File: src/rtl/mem_access_unit_if.sv
// Request/response handshake plus memory-side bus of mem_access_unit.
// The slave modport is the unit; the master modport is its environment (requester and memory).
interface mem_access_unit_if;
  logic        req_valid;
  logic        req_ready;
  logic [2:0]  req_op;
  logic [15:0] req_addr;
  logic [31:0] req_wdata;
  logic        rsp_valid;
  logic        rsp_ready;
  logic [31:0] rsp_rdata;
  logic        rsp_err;
  logic [15:0] Ad;
  logic [31:0] WrData;
  logic [2:0]  MemWr;
  logic [1:0]  DMcut_sel;
  logic [31:0] DM;

  modport slave (
    input  req_valid, req_op, req_addr, req_wdata, rsp_ready, DM,
    output req_ready, rsp_valid, rsp_rdata, rsp_err, Ad, WrData, MemWr, DMcut_sel
  );

  modport master (
    output req_valid, req_op, req_addr, req_wdata, rsp_ready, DM,
    input  req_ready, rsp_valid, rsp_rdata, rsp_err, Ad, WrData, MemWr, DMcut_sel
  );
endinterface

File: src/rtl/mem_access_unit.sv
// Single-transaction load/store unit: IDLE -> ACCESS -> RESP, one memory command per request.
// Optional macro MEM_ACCESS_SIGNED_LOAD_EN enables LB/LH (ops 6/7); otherwise they are illegal.
module mem_access_unit (
  input  logic             Clk,
  input  logic             Reset,
  mem_access_unit_if.slave bus
);

  localparam logic [1:0] IDLE   = 2'd0;
  localparam logic [1:0] ACCESS = 2'd1;
  localparam logic [1:0] RESP   = 2'd2;

  localparam logic [2:0] OP_LW  = 3'd0;
  localparam logic [2:0] OP_LBU = 3'd1;
  localparam logic [2:0] OP_LHU = 3'd2;
  localparam logic [2:0] OP_SW  = 3'd3;
  localparam logic [2:0] OP_SB  = 3'd4;
  localparam logic [2:0] OP_SH  = 3'd5;
  localparam logic [2:0] OP_LB  = 3'd6;
  localparam logic [2:0] OP_LH  = 3'd7;

  localparam logic [2:0] MEMWR_IDLE = 3'd0;
  localparam logic [2:0] MEMWR_WORD = 3'd1;
  localparam logic [2:0] MEMWR_BYTE = 3'd2;
  localparam logic [2:0] MEMWR_HALF = 3'd4;

  localparam logic [1:0] CUT_WORD = 2'd0;
  localparam logic [1:0] CUT_BYTE = 2'd1;
  localparam logic [1:0] CUT_HALF = 2'd2;

  logic [1:0]  state;
  logic [2:0]  op_q;
  logic [15:0] addr_q;
  logic [31:0] wdata_q;
  logic [31:0] rdata_q;
  logic        err_q;

  logic        op_word;
  logic        op_half;
  logic        op_store;
  logic        op_legal;
  logic        misaligned;
  logic        op_err;
  logic [31:0] load_data;

  always_comb begin
    op_word  = 1'b0;
    op_half  = 1'b0;
    op_store = 1'b0;
    op_legal = 1'b1;
    case (op_q)
      OP_LW:  op_word = 1'b1;
      OP_LBU: ;
      OP_LHU: op_half = 1'b1;
      OP_SW:  begin op_word = 1'b1; op_store = 1'b1; end
      OP_SB:  op_store = 1'b1;
      OP_SH:  begin op_half = 1'b1; op_store = 1'b1; end
`ifdef MEM_ACCESS_SIGNED_LOAD_EN
      OP_LB:  ;
      OP_LH:  op_half = 1'b1;
`endif
      default: op_legal = 1'b0;
    endcase
    misaligned = (op_word && (addr_q[1:0] != 2'b00)) || (op_half && addr_q[0]);
    op_err     = !op_legal || misaligned;
  end

  // The memory expects byte/half accesses pre-offset to its cut window (A-3 / A-2).
  always_comb begin
    bus.Ad        = '0;
    bus.WrData    = '0;
    bus.MemWr     = MEMWR_IDLE;
    bus.DMcut_sel = CUT_WORD;
    if ((state == ACCESS) && !op_err) begin
      case (op_q)
        OP_LW: bus.Ad = addr_q;
        OP_SW: begin
          bus.Ad     = addr_q;
          bus.WrData = wdata_q;
          bus.MemWr  = MEMWR_WORD;
        end
        OP_SB: begin
          bus.Ad     = addr_q;
          bus.WrData = {24'd0, wdata_q[7:0]};
          bus.MemWr  = MEMWR_BYTE;
        end
        OP_SH: begin
          bus.Ad     = addr_q - 16'd2;
          bus.WrData = {16'd0, wdata_q[15:0]};
          bus.MemWr  = MEMWR_HALF;
        end
        OP_LBU, OP_LB: begin
          bus.Ad        = addr_q - 16'd3;
          bus.DMcut_sel = CUT_BYTE;
        end
        OP_LHU, OP_LH: begin
          bus.Ad        = addr_q - 16'd2;
          bus.DMcut_sel = CUT_HALF;
        end
        default: ;
      endcase
    end
  end

  always_comb begin
    load_data = bus.DM;
`ifdef MEM_ACCESS_SIGNED_LOAD_EN
    if (op_q == OP_LB) begin
      load_data = {{24{bus.DM[7]}}, bus.DM[7:0]};
    end else if (op_q == OP_LH) begin
      load_data = {{16{bus.DM[15]}}, bus.DM[15:0]};
    end
`endif
  end

  // Response registers only change at ACCESS->RESP, so they stay stable while RESP stalls.
  always_ff @(posedge Clk) begin
    if (Reset) begin
      state   <= IDLE;
      op_q    <= '0;
      addr_q  <= '0;
      wdata_q <= '0;
      rdata_q <= '0;
      err_q   <= 1'b0;
    end else begin
      case (state)
        IDLE: begin
          if (bus.req_valid) begin
            op_q    <= bus.req_op;
            addr_q  <= bus.req_addr;
            wdata_q <= bus.req_wdata;
            state   <= ACCESS;
          end
        end
        ACCESS: begin
          err_q   <= op_err;
          rdata_q <= (op_err || op_store) ? 32'd0 : load_data;
          state   <= RESP;
        end
        RESP: begin
          if (bus.rsp_ready) begin
            state <= IDLE;
          end
        end
        default: state <= IDLE;
      endcase
    end
  end

  assign bus.req_ready = (state == IDLE);
  assign bus.rsp_valid = (state == RESP);
  assign bus.rsp_rdata = rdata_q;
  assign bus.rsp_err   = err_q;

endmodule

File: src/flat_wrapper.sv
// flat-port wrapper written by rule: the top's interface ports become plain ports
module mem_access_unit_flat 
  (Clk, Reset, bus_req_valid, bus_req_op, bus_req_addr, bus_req_wdata, bus_rsp_ready, bus_DM, bus_req_ready, bus_rsp_valid, bus_rsp_rdata, bus_rsp_err, bus_Ad, bus_WrData, bus_MemWr, bus_DMcut_sel);
  mem_access_unit_if bus_i ();
  input  logic Clk;
  input  logic Reset;
  input wire logic [$bits(bus_i.req_valid)-1:0] bus_req_valid;
  input wire logic [$bits(bus_i.req_op)-1:0] bus_req_op;
  input wire logic [$bits(bus_i.req_addr)-1:0] bus_req_addr;
  input wire logic [$bits(bus_i.req_wdata)-1:0] bus_req_wdata;
  input wire logic [$bits(bus_i.rsp_ready)-1:0] bus_rsp_ready;
  input wire logic [$bits(bus_i.DM)-1:0] bus_DM;
  output wire logic [$bits(bus_i.req_ready)-1:0] bus_req_ready;
  output wire logic [$bits(bus_i.rsp_valid)-1:0] bus_rsp_valid;
  output wire logic [$bits(bus_i.rsp_rdata)-1:0] bus_rsp_rdata;
  output wire logic [$bits(bus_i.rsp_err)-1:0] bus_rsp_err;
  output wire logic [$bits(bus_i.Ad)-1:0] bus_Ad;
  output wire logic [$bits(bus_i.WrData)-1:0] bus_WrData;
  output wire logic [$bits(bus_i.MemWr)-1:0] bus_MemWr;
  output wire logic [$bits(bus_i.DMcut_sel)-1:0] bus_DMcut_sel;
  assign bus_i.req_valid = bus_req_valid;
  assign bus_i.req_op = bus_req_op;
  assign bus_i.req_addr = bus_req_addr;
  assign bus_i.req_wdata = bus_req_wdata;
  assign bus_i.rsp_ready = bus_rsp_ready;
  assign bus_i.DM = bus_DM;
  assign bus_req_ready = bus_i.req_ready;
  assign bus_rsp_valid = bus_i.rsp_valid;
  assign bus_rsp_rdata = bus_i.rsp_rdata;
  assign bus_rsp_err = bus_i.rsp_err;
  assign bus_Ad = bus_i.Ad;
  assign bus_WrData = bus_i.WrData;
  assign bus_MemWr = bus_i.MemWr;
  assign bus_DMcut_sel = bus_i.DMcut_sel;
  mem_access_unit u_core (.Clk(Clk), .Reset(Reset), .bus(bus_i));
endmodule
File: config.mk
export PLATFORM = sky130hd
export DESIGN_NAME = mem_access_unit_flat
export DESIGN_NICKNAME = d
export VERILOG_FILES = /design/src/rtl/mem_access_unit_if.sv /design/src/rtl/mem_access_unit.sv /design/src/flat_wrapper.sv
export SDC_FILE = /design/constraint.sdc
export NUM_CORES = 1
export LEC_CHECK = 0
export BUFFER_PORTS_ARGS = -buffer_cell sky130_fd_sc_hd__buf_2
export CORE_MARGIN = 2
export CORE_UTILIZATION = 48
export CTS_BUF_LIST = sky130_fd_sc_hd__clkbuf_16
export CTS_CLUSTER_DIAMETER = 50
export DETAILED_ROUTE_END_ITERATION = 16
export MAX_ROUTING_LAYER = met4
export PLACE_DENSITY = 0.79
export SLEW_MARGIN = 20
export SYNTH_ARGS = -nofsm -noshare
export SYNTH_HDL_FRONTEND = slang
export SYNTH_SLANG_ARGS = --single-unit
File: constraint.sdc
create_clock -name Clk -period 2.5 [get_ports Clk]
set_input_delay 0.375 -clock Clk [delete_from_list [all_inputs] [get_ports Clk]]
set_output_delay 0.375 -clock Clk [all_outputs]
set_load 0.01 [all_outputs]
==> impl_metrics.toml, run 1 <==
[logic_synthesis]
syn_area_per_cell_um2 = 7.949
syn_nets = 601
synth-seq-cells = 86
yosysUniqueCellTypes = 48
synth_flop_cell = "dfxtp_1"
synth-edff-count = 0
yosysWarnings = 0
synth_cells = 510
netlist_area_mm2 = 0.004054
ys_seq_area_frac = 0.4247
ys_async_sr_fraction = 0

[timing]
rsz0062_at_grt = "yes"
tns_ns = -0.003188
finalHoldViolations = 0
setup_viol = 1
clock-skew-final_ns = 0.01095
tightest_slew_ns = 0.6056
max_freq_mhz = 399.5
period_needed_ns = 2.503
drv_slew = 0
fin_crit_sh = 1.001
setup_ws_ns = -0.003188
holdWs_ns = 0.2705
slew_headroom = 0.5953

[route]
viasPerCell = 5.401
ant_nets = 0
drc = 0
routedWlPerCell_um = 15.18
drtIter0Drc = 164
first_pass_iters = 5
totalWireLength_um = 11920
vias = 4240

[clock_tree]
htree_levels = 3
cts_hold_buf = 0
clock-sinks = 86
numCtsBuffers = 9
tritoncts = "yes"
cts_root_buffer = "clkbuf_16"
clk_pin_slew_ns = 0.07
clockBufferDepth = 2
clock_latency_ns = 0.33

[worst_setup_path]
max_stage_delay_ns = 0.53
start_kind = "register"
cp_cell_sequence = "nor4_4 -> or4b_4 -> a2111oi_4 -> mux2i_1 -> buf_2"
crit_arrival_ns = 2.13
slowest_stage = "or4b_4"
path_max_fanout = 6
worst_ep_required_time_ns = 2.12
end_kind = "output pin"
path_class = "reg -> out"

[finish]
seqCellArea_mm2 = 0.001753
area_growth_pct = 36.67
layout-drive-gt1-share = 0.3706
diodes = 0
final_util = 0.6743
nNetsFinal = 767
multiInputGateArea_mm2 = 0.002303
filler_cell_count = 673

[die]
fp.dieW_um = 95.90
dieArea_mm2 = 0.009197
die_y_um = 95.90
io_pins = 175
start_util = 0.4934
coreArea_mm2 = 0.008217
rows = 33

[global_route]
track_usage = 0.2587
antenna_found_initial = 0
grt_pass1_vias = 3971
grt_overflow_total = 0
grt_pass1_wl_um = 18150
grt_start_max_net_pins = 87

[power_and_ir_drop]
sw_frac_of_total = 0.2822
p_leak_nw = 2.496
switchingPower_w = 0.0009817
clkPwrFrac = 0.387
p_int_w = 0.002497
combPwrFrac = 0.177
seq_power_share = 0.435
power.density_mw_per_mm2 = 628.0
peakVddDrop_mv = 0.3712
power.total_w = 0.003479

[min_path]
hold_class = "in -> reg"

[outcome]
violations = "negative setup slack"
run_status = "finished with violations"

[placement]
port_buffers = 174
gp_congestion = 0.9434
dp_hpwl_um = 8264

[job]
maxCapViolCount = 0
worst paths after layout:
check	startpoint	endpoint	slack [ns]	cells after the start
worst max-delay path	u_core.addr_q[8]	bus_Ad[15]	-0.003	5
worst max register to register	u_core.op_q[1]	u_core.bus.rsp_rdata[18]	0.56	6
worst min-delay path	bus_DM[26]	u_core.bus.rsp_rdata[26]	0.27	3
worst min register to register	u_core.wdata_q[4]	u_core.wdata_q[4]	0.45	2
registers in the layout, summed over array words and instances (netlist names):
name and cells:
u_core.bus.rsp_rdata 32, u_core.wdata_q 32, u_core.addr_q 16, u_core.op_q 3, u_core.state 2, u_core.bus.rsp_err 1
critical path, delay by kind of cell, from the launching register on:
kind                   cells  cell delay [ns]
DFF                        1             0.38
AOI/OAI and AO/OA          1             0.24
muxes                      1             0.24
buffers and inverters      1             0.15
and+or+nand+nor            2             0.79
layout by cell type (no fill, tap or decap), types with 4 or more instances in the layout:
cell type    n
buf_2      174
nand2_1    108
dfxtp_1     75
a21oi_1     60
nor2_1      43
and2_1      35
a22oi_1     33
buf_4       16
nand3_1     11
nand3b_1     9
clkbuf_16    9
mux2i_1      8
nor3_1       7
dfxtp_4      7
nand2b_1     4
dfxtp_2      4
through the flow:
| stage | cell area [um2] | worst slack [ns] | cells |
|---|---|---|---|
| after detailed placement | 5040 | 0.1698 | 765 |
| final | 5540 | -0.003188 | 785 |
| after global placement | 5040 | 0.2522 | 765 |
| after global routing | 5540 | -0.08758 | 785 |
| after floorplan | 4054 | 0.2566 | 510 |
| after CTS | 5443 | -0.004231 | 784 |
synthesized netlist by cell type, types with 3 or more instances:
cell | instances | area [um2]
a22oi_1 | 33 | 247.7
nor3b_1 | 3 | 22.52
buf_2 | 10 | 50.05
and3_1 | 3 | 18.77
nor2_1 | 44 | 165.2
o21ai_0 | 3 | 15.01
nand3b_1 | 9 | 67.56
a21oi_1 | 60 | 300.3
mux2i_1 | 8 | 80.08
and2_1 | 36 | 225.2
nand3_1 | 11 | 55.05
or3b_1 | 3 | 26.28
dfxtp_1 | 86 | 1722
nor3_1 | 9 | 45.04
nand2_1 | 110 | 412.9
clkbuf_1 | 28 | 105.1
or3_1 | 4 | 25.02
inv_1 | 4 | 15.01
ha_1 | 4 | 50.05
nand2b_1 | 4 | 25.02
final cells by class:
type | count | share of cell area
Multi-Input combinational cell | 382 | 0.4158
Timing Repair Buffer | 193 | 0.1881
Tap cell | 105 | 0.02371
Clock buffer | 9 | 0.04065
Clock inverter | 6 | 0.01265
Sequential cell | 86 | 0.3164
Inverter | 4 | 0.002710
routing by layer:
| layer | routed length (um) | track usage | vias to the layer above |
|---|---|---|---|
| met5 | 0 | - | - |
| met4 | 165 | 0.09762 | 0 |
| met3 | 814 | 0.05951 | 17 |
| met2 | 6308 | 0.4470 | 157 |
| met1 | 4628 | 0.2912 | 1985 |
| li1 | - | - | 2081 |
cells by family after synthesis:
kind of cell | Yosys count | synth area share
buffers and inverters | 42 | 0.04197
muxes | 9 | 0.02253
adders and majority gates | 4 | 0.01235
DFF | 86 | 0.4247
and+or+nand+nor | 252 | 0.3071
AOI/OAI and AO/OA | 117 | 0.1914
power groups by stage:
| stage | Sequential (W) | Clock (W) | Combinational (W) |
|---|---|---|---|
| 5_1_grt | 0.00152 | 0.00141 | 0.000679 |
| 6_report | 0.00151 | 0.00135 | 0.000617 |
| 3_5_place_dp | 0.00154 | 0 | 0.000552 |
| 4_1_cts | 0.00151 | 0.00136 | 0.000586 |
| 2_1_floorplan | 0.00153 | 0 | 0.000353 |
| 3_3_place_gp | 0.00153 | 0 | 0.000541 |
timing repair:
action	CTS	global route
pin swaps	6	5
setup endpoints to repair	18	21
resized for setup	25	19
buffers inserted	4	1
(Power assumes the default switching activity.)
==> run 2, diff against run 1 <==
CTS_BUF_LIST = default   (was sky130_fd_sc_hd__clkbuf_16)
==> impl_metrics.toml, run 2 (synthesis gave the netlist of run 1 again) <==
[route]
vias = 4381
first_pass_iters = 7
drtIter0Drc = 205
viasPerCell = 5.511
totalWireLength_um = 12460
ant_nets = 0
drc = 0
routedWlPerCell_um = 15.67

[timing]
fin_crit_sh = 1.016
rsz0062_at_grt = "yes"
tns_ns = -0.09166
setup_ws_ns = -0.04121
max_freq_mhz = 393.5
clock-skew-final_ns = 0.01289
slew_headroom = 0.5986
tightest_slew_ns = 0.6006
holdWs_ns = 0.2461
period_needed_ns = 2.541
finalHoldViolations = 0
drv_slew = 0
setup_viol = 4

[clock_tree]
htree_levels = 3
numCtsBuffers = 9
cts_root_buffer = "clkbuf_8"
cts_hold_buf = 0
clk_pin_slew_ns = 0.10
clock-sinks = 86
clockBufferDepth = 2
clock_latency_ns = 0.35
tritoncts = "yes"

[global_route]
use_met3 = 0.06656
grt_pass1_wl_um = 18550
grt_pass1_vias = 4063
track_usage = 0.2651
antenna_found_initial = 0
grtUsageMet1 = 0.2930
use_met2 = 0.4604
grt_busiest_layer = "met2"
grt_start_max_net_pins = 87
grt_overflow_total = 0

[worst_setup_path]
critPathBufInv = 3
r2r_cells = 6
crit_arrival_ns = 2.17
end_kind = "output pin"
path_max_fanout = 5
critical_path.top_delay_family = "compound AO/OA/AOI/OAI gates"
critical_path.endpoint = "bus_Ad[15]"
path_class = "reg -> out"
slowest_stage = "a2111oi_4"
rrSetupSlack_ns = 0.56
path_common_cell = "buf_4"
cp-startpoint = "u_core.addr_q[2]"
cp_cell_sequence = "buf_4 -> nor3_4 -> o211ai_1 -> buf_4 -> a2111oi_4 -> mux2i_1 -> buf_2"
path_depth = 7
timing.rr.end = "u_core.bus.rsp_rdata[18]"
rr_startpoint = "u_core.op_q[1]"
start_kind = "register"
max_stage_delay_ns = 0.38
worst_ep_required_time_ns = 2.12

[power_and_ir_drop]
power.density_mw_per_mm2 = 567.0
p_leak_nw = 2.535
power.total_w = 0.003180
peakVddDrop_mv = 0.3642

[finish]
layout_common_cells = "174 x buf_2, 108 x nand2_1, 73 x dfxtp_1, 59 x a21oi_1, 42 x nor2_1"
fin_cells = 795
seqCellArea_mm2 = 0.001758
postLayoutCellArea_mm2 = 0.005608
layout-drive-gt1-share = 0.3942
diodes = 0
filler_cell_count = 652
nNetsFinal = 777
multiInputGateArea_mm2 = 0.002372
area_growth_pct = 38.33
final_common_cell = "buf_2"

[die]
fp.dieW_um = 95.90
rows = 33
die_y_um = 95.90
coreArea_mm2 = 0.008217
dieArea_mm2 = 0.009197
io_pins = 175
start_util = 0.4934

[placement]
dp_hpwl_um = 8264
place_area_mm2 = 0.005040
dp.cells = 765
port_buffers = 174
gp_congestion = 0.9434

[outcome]
run_status = "finished with violations"
violations = "negative setup slack"

[job]
maxCapViolCount = 0

[min_path]
hold_class = "in -> reg"
[run 2: timing repair]
action,4_1_cts,5_1_grt
resized for setup,31,37
endpoints found under the setup margin,25,30
pin swaps,6,6
cloned,0,1
setup buffers,9,5
[run 2: worst min-delay path by stage]
| stage | slack, ns | startpoint | depth (start not counted) | endpoint |
|---|---|---|---|---|
| finish | 0.25 | bus_req_addr[14] | 3 | u_core.addr_q[14] |
| global route | 0.24 | bus_req_op[2] | 3 | u_core.op_q[2] |
| CTS | 0.24 | bus_req_wdata[8] | 3 | u_core.wdata_q[8] |
| detailed placement | 0.44 | u_core.wdata_q[22] | 2 | u_core.wdata_q[22] |
| global placement | 0.44 | u_core.wdata_q[12] | 2 | u_core.wdata_q[12] |
| floorplan | 0.43 | u_core.wdata_q[0] | 2 | u_core.wdata_q[0] |
[run 2: cell type report]
class | instances | area share
Inverter | 4 | 0.003570
Multi-Input combinational cell | 382 | 0.4230
Tap cell | 105 | 0.02343
Clock inverter | 6 | 0.01249
Sequential cell | 86 | 0.3135
Clock buffer | 9 | 0.02209
Timing Repair Buffer | 203 | 0.2019
[run 2: per-stage QoR]
| step | utilization | setup WS (ns) |
|---|---|---|
| after global placement | 0.6134 | 0.2522 |
| final | 0.6825 | -0.04121 |
| after detailed placement | 0.6134 | 0.1698 |
| after CTS | 0.6598 | -0.02672 |
| after floorplan | - | 0.2566 |
| after global routing | 0.6825 | -0.1290 |
[run 2: per-layer routing]
metal / vias up / wire length, um
li1: 2096 / -
met1: 2045 / 4678
met2: 209 / 6557
met3: 31 / 924
met4: 0 / 295
met5: - / 0
[run 2: power breakdown]
group	switching [W]	internal, W
registers	0.0000679	0.00145
clock network	0.000531	0.000464
logic	0.000367	0.000303
[run 2: worst register-to-register path: cells and delay by family (launching register included)]
| kind | cells | cell delay [ns] |
|---|---|---|
| buf+inv | 2 | 0.55 |
| flops | 1 | 0.42 |
| simple gates | 2 | 0.55 |
| compound gates | 2 | 0.35 |
==> run 3, diff against run 2 <==
CELL_PAD_IN_SITES_DETAIL_PLACEMENT = 1   (was default)
CELL_PAD_IN_SITES_GLOBAL_PLACEMENT = 1   (was default)
CORE_UTILIZATION = 33   (was 48)
PLACE_DENSITY = 0.77   (was 0.79)
==> impl_metrics.toml, run 3 (synthesis gave the netlist of run 1 again) <==
[outcome]
run_status = "finished with violations"
violations = "negative setup slack"

[timing]
drv_slew = 0
setup_ws_ns = -0.08111
tns_ns = -0.09607
rsz0062_at_grt = "yes"
setup_viol = 2
period_needed_ns = 2.581
max_freq_mhz = 387.4
clock-skew-final_ns = 0.008706
tightest_slew_ns = 0.5720
slew_headroom = 0.6186
finalHoldViolations = 0
fin_crit_sh = 1.032

[global_route]
grt_pass1_vias = 4414
antenna_found_initial = 0
grt_pass1_wl_um = 21440
grt_overflow_total = 0
track_usage = 0.2113
grt_start_max_net_pins = 53

[min_path]
min-delay-start = "bus_DM[8]"
hold_class = "in -> reg"

[worst_setup_path]
cp-startpoint = "u_core.addr_q[2]"
path_max_fanout = 5
rr_startpoint = "u_core.op_q[1]"
start_kind = "register"
crit_arrival_ns = 2.21
path_class = "reg -> out"
worst_ep_required_time_ns = 2.12
end_kind = "output pin"

[clock_tree]
clockBufferDepth = 2
clock_latency_ns = 0.34
cts_root_buffer = "clkbuf_16"
clock-sinks = 86
tritoncts = "yes"
clk_pin_slew_ns = 0.06
numCtsBuffers = 9
cts_hold_buf = 0
htree_levels = 3

[placement]
port_buffers = 174
dp_hpwl_um = 9715
gp_congestion = 0.8614
dp.cells = 811
dpl_worst_slack_ns = 0.1595

[die]
start_util = 0.3375
io_pins = 175
fp.dieW_um = 114.8
rows = 40
dieArea_mm2 = 0.01319
coreArea_mm2 = 0.01201
die_y_um = 114.8

[finish]
seqCellArea_mm2 = 0.001747
final_common_cell = "buf_2"
filler_cell_count = 1506
diodes = 0
layout-drive-gt1-share = 0.3884
layout_common_cells = "174 x buf_2, 107 x nand2_1, 76 x dfxtp_1, 59 x a21oi_1, 43 x nor2_1"
area_growth_pct = 40.80
nNetsFinal = 778
multiInputGateArea_mm2 = 0.002349
fin_cells = 837

[route]
ant_nets = 0
drtIter0Drc = 173
drc = 0
vias = 4332
routedWlPerCell_um = 16.66
viasPerCell = 5.176
totalWireLength_um = 13950
first_pass_iters = 4

[power_and_ir_drop]
power.density_mw_per_mm2 = 611.5
p_leak_nw = 2.561
peakVddDrop_mv = 0.3487
power.total_w = 0.003490

[job]
maxCapViolCount = 0
## run 3: what timing repair did
item	4_1_cts	5_1_grt
gates resized for setup	27	29
pin swaps	2	8
endpoints found under the setup margin	26	30
setup buffers	2	10
## run 3: where the power goes
part	total [W]	switching [W]	internal, W	leakage (nW)
combinational	0.000671	0.000371	0.000301	1.72
sequential	0.00152	0.0000667	0.00145	0.709
clock	0.00130	0.000541	0.000761	0.130
## run 3: layout make-up
class,count,share of cell area
multi-input cells,382,0.4114
flip-flops and latches,86,0.3060
repair buffers,204,0.1984
clock buffers,10,0.04011
well taps,147,0.03222
clock inverters,4,0.008768
inverters,4,0.003069
## run 3: stage by stage
stage	hold WS [ns]	utilization	instance area, um2
after global placement	0.4370	0.4256	5112
after detailed placement	0.4446	0.4256	5112
after CTS	0.2543	0.4599	5524
after floorplan	0.4317	-	4054
after global routing	0.2700	0.4752	5708
final	0.2688	0.4752	5708
## run 3: critical path: stages (launching register included)
cell,delay (ns)
dfxtp_4,0.36
or3_4,0.43
or4_4,0.50
nor4_4,0.17
mux2i_1,0.24
buf_2,0.16
## run 3: final timing paths
path	cells after the start	endpoint	slack, ns
worst min-delay path	3	u_core.bus.rsp_rdata[8]	0.27
worst max-delay path	5	bus_Ad[10]	-0.08
worst min register to register	2	u_core.wdata_q[6]	0.45
worst max register to register	6	u_core.bus.rsp_rdata[16]	0.56
## run 3: layer usage
layer,GRT usage,vias to the layer above,part of all wire
met4,0.07149,0,0.013
met2,0.3767,111,0.52
met3,0.03954,13,0.045
met1,0.2376,2109,0.42
met5,-,-,0
li1,-,2099,-
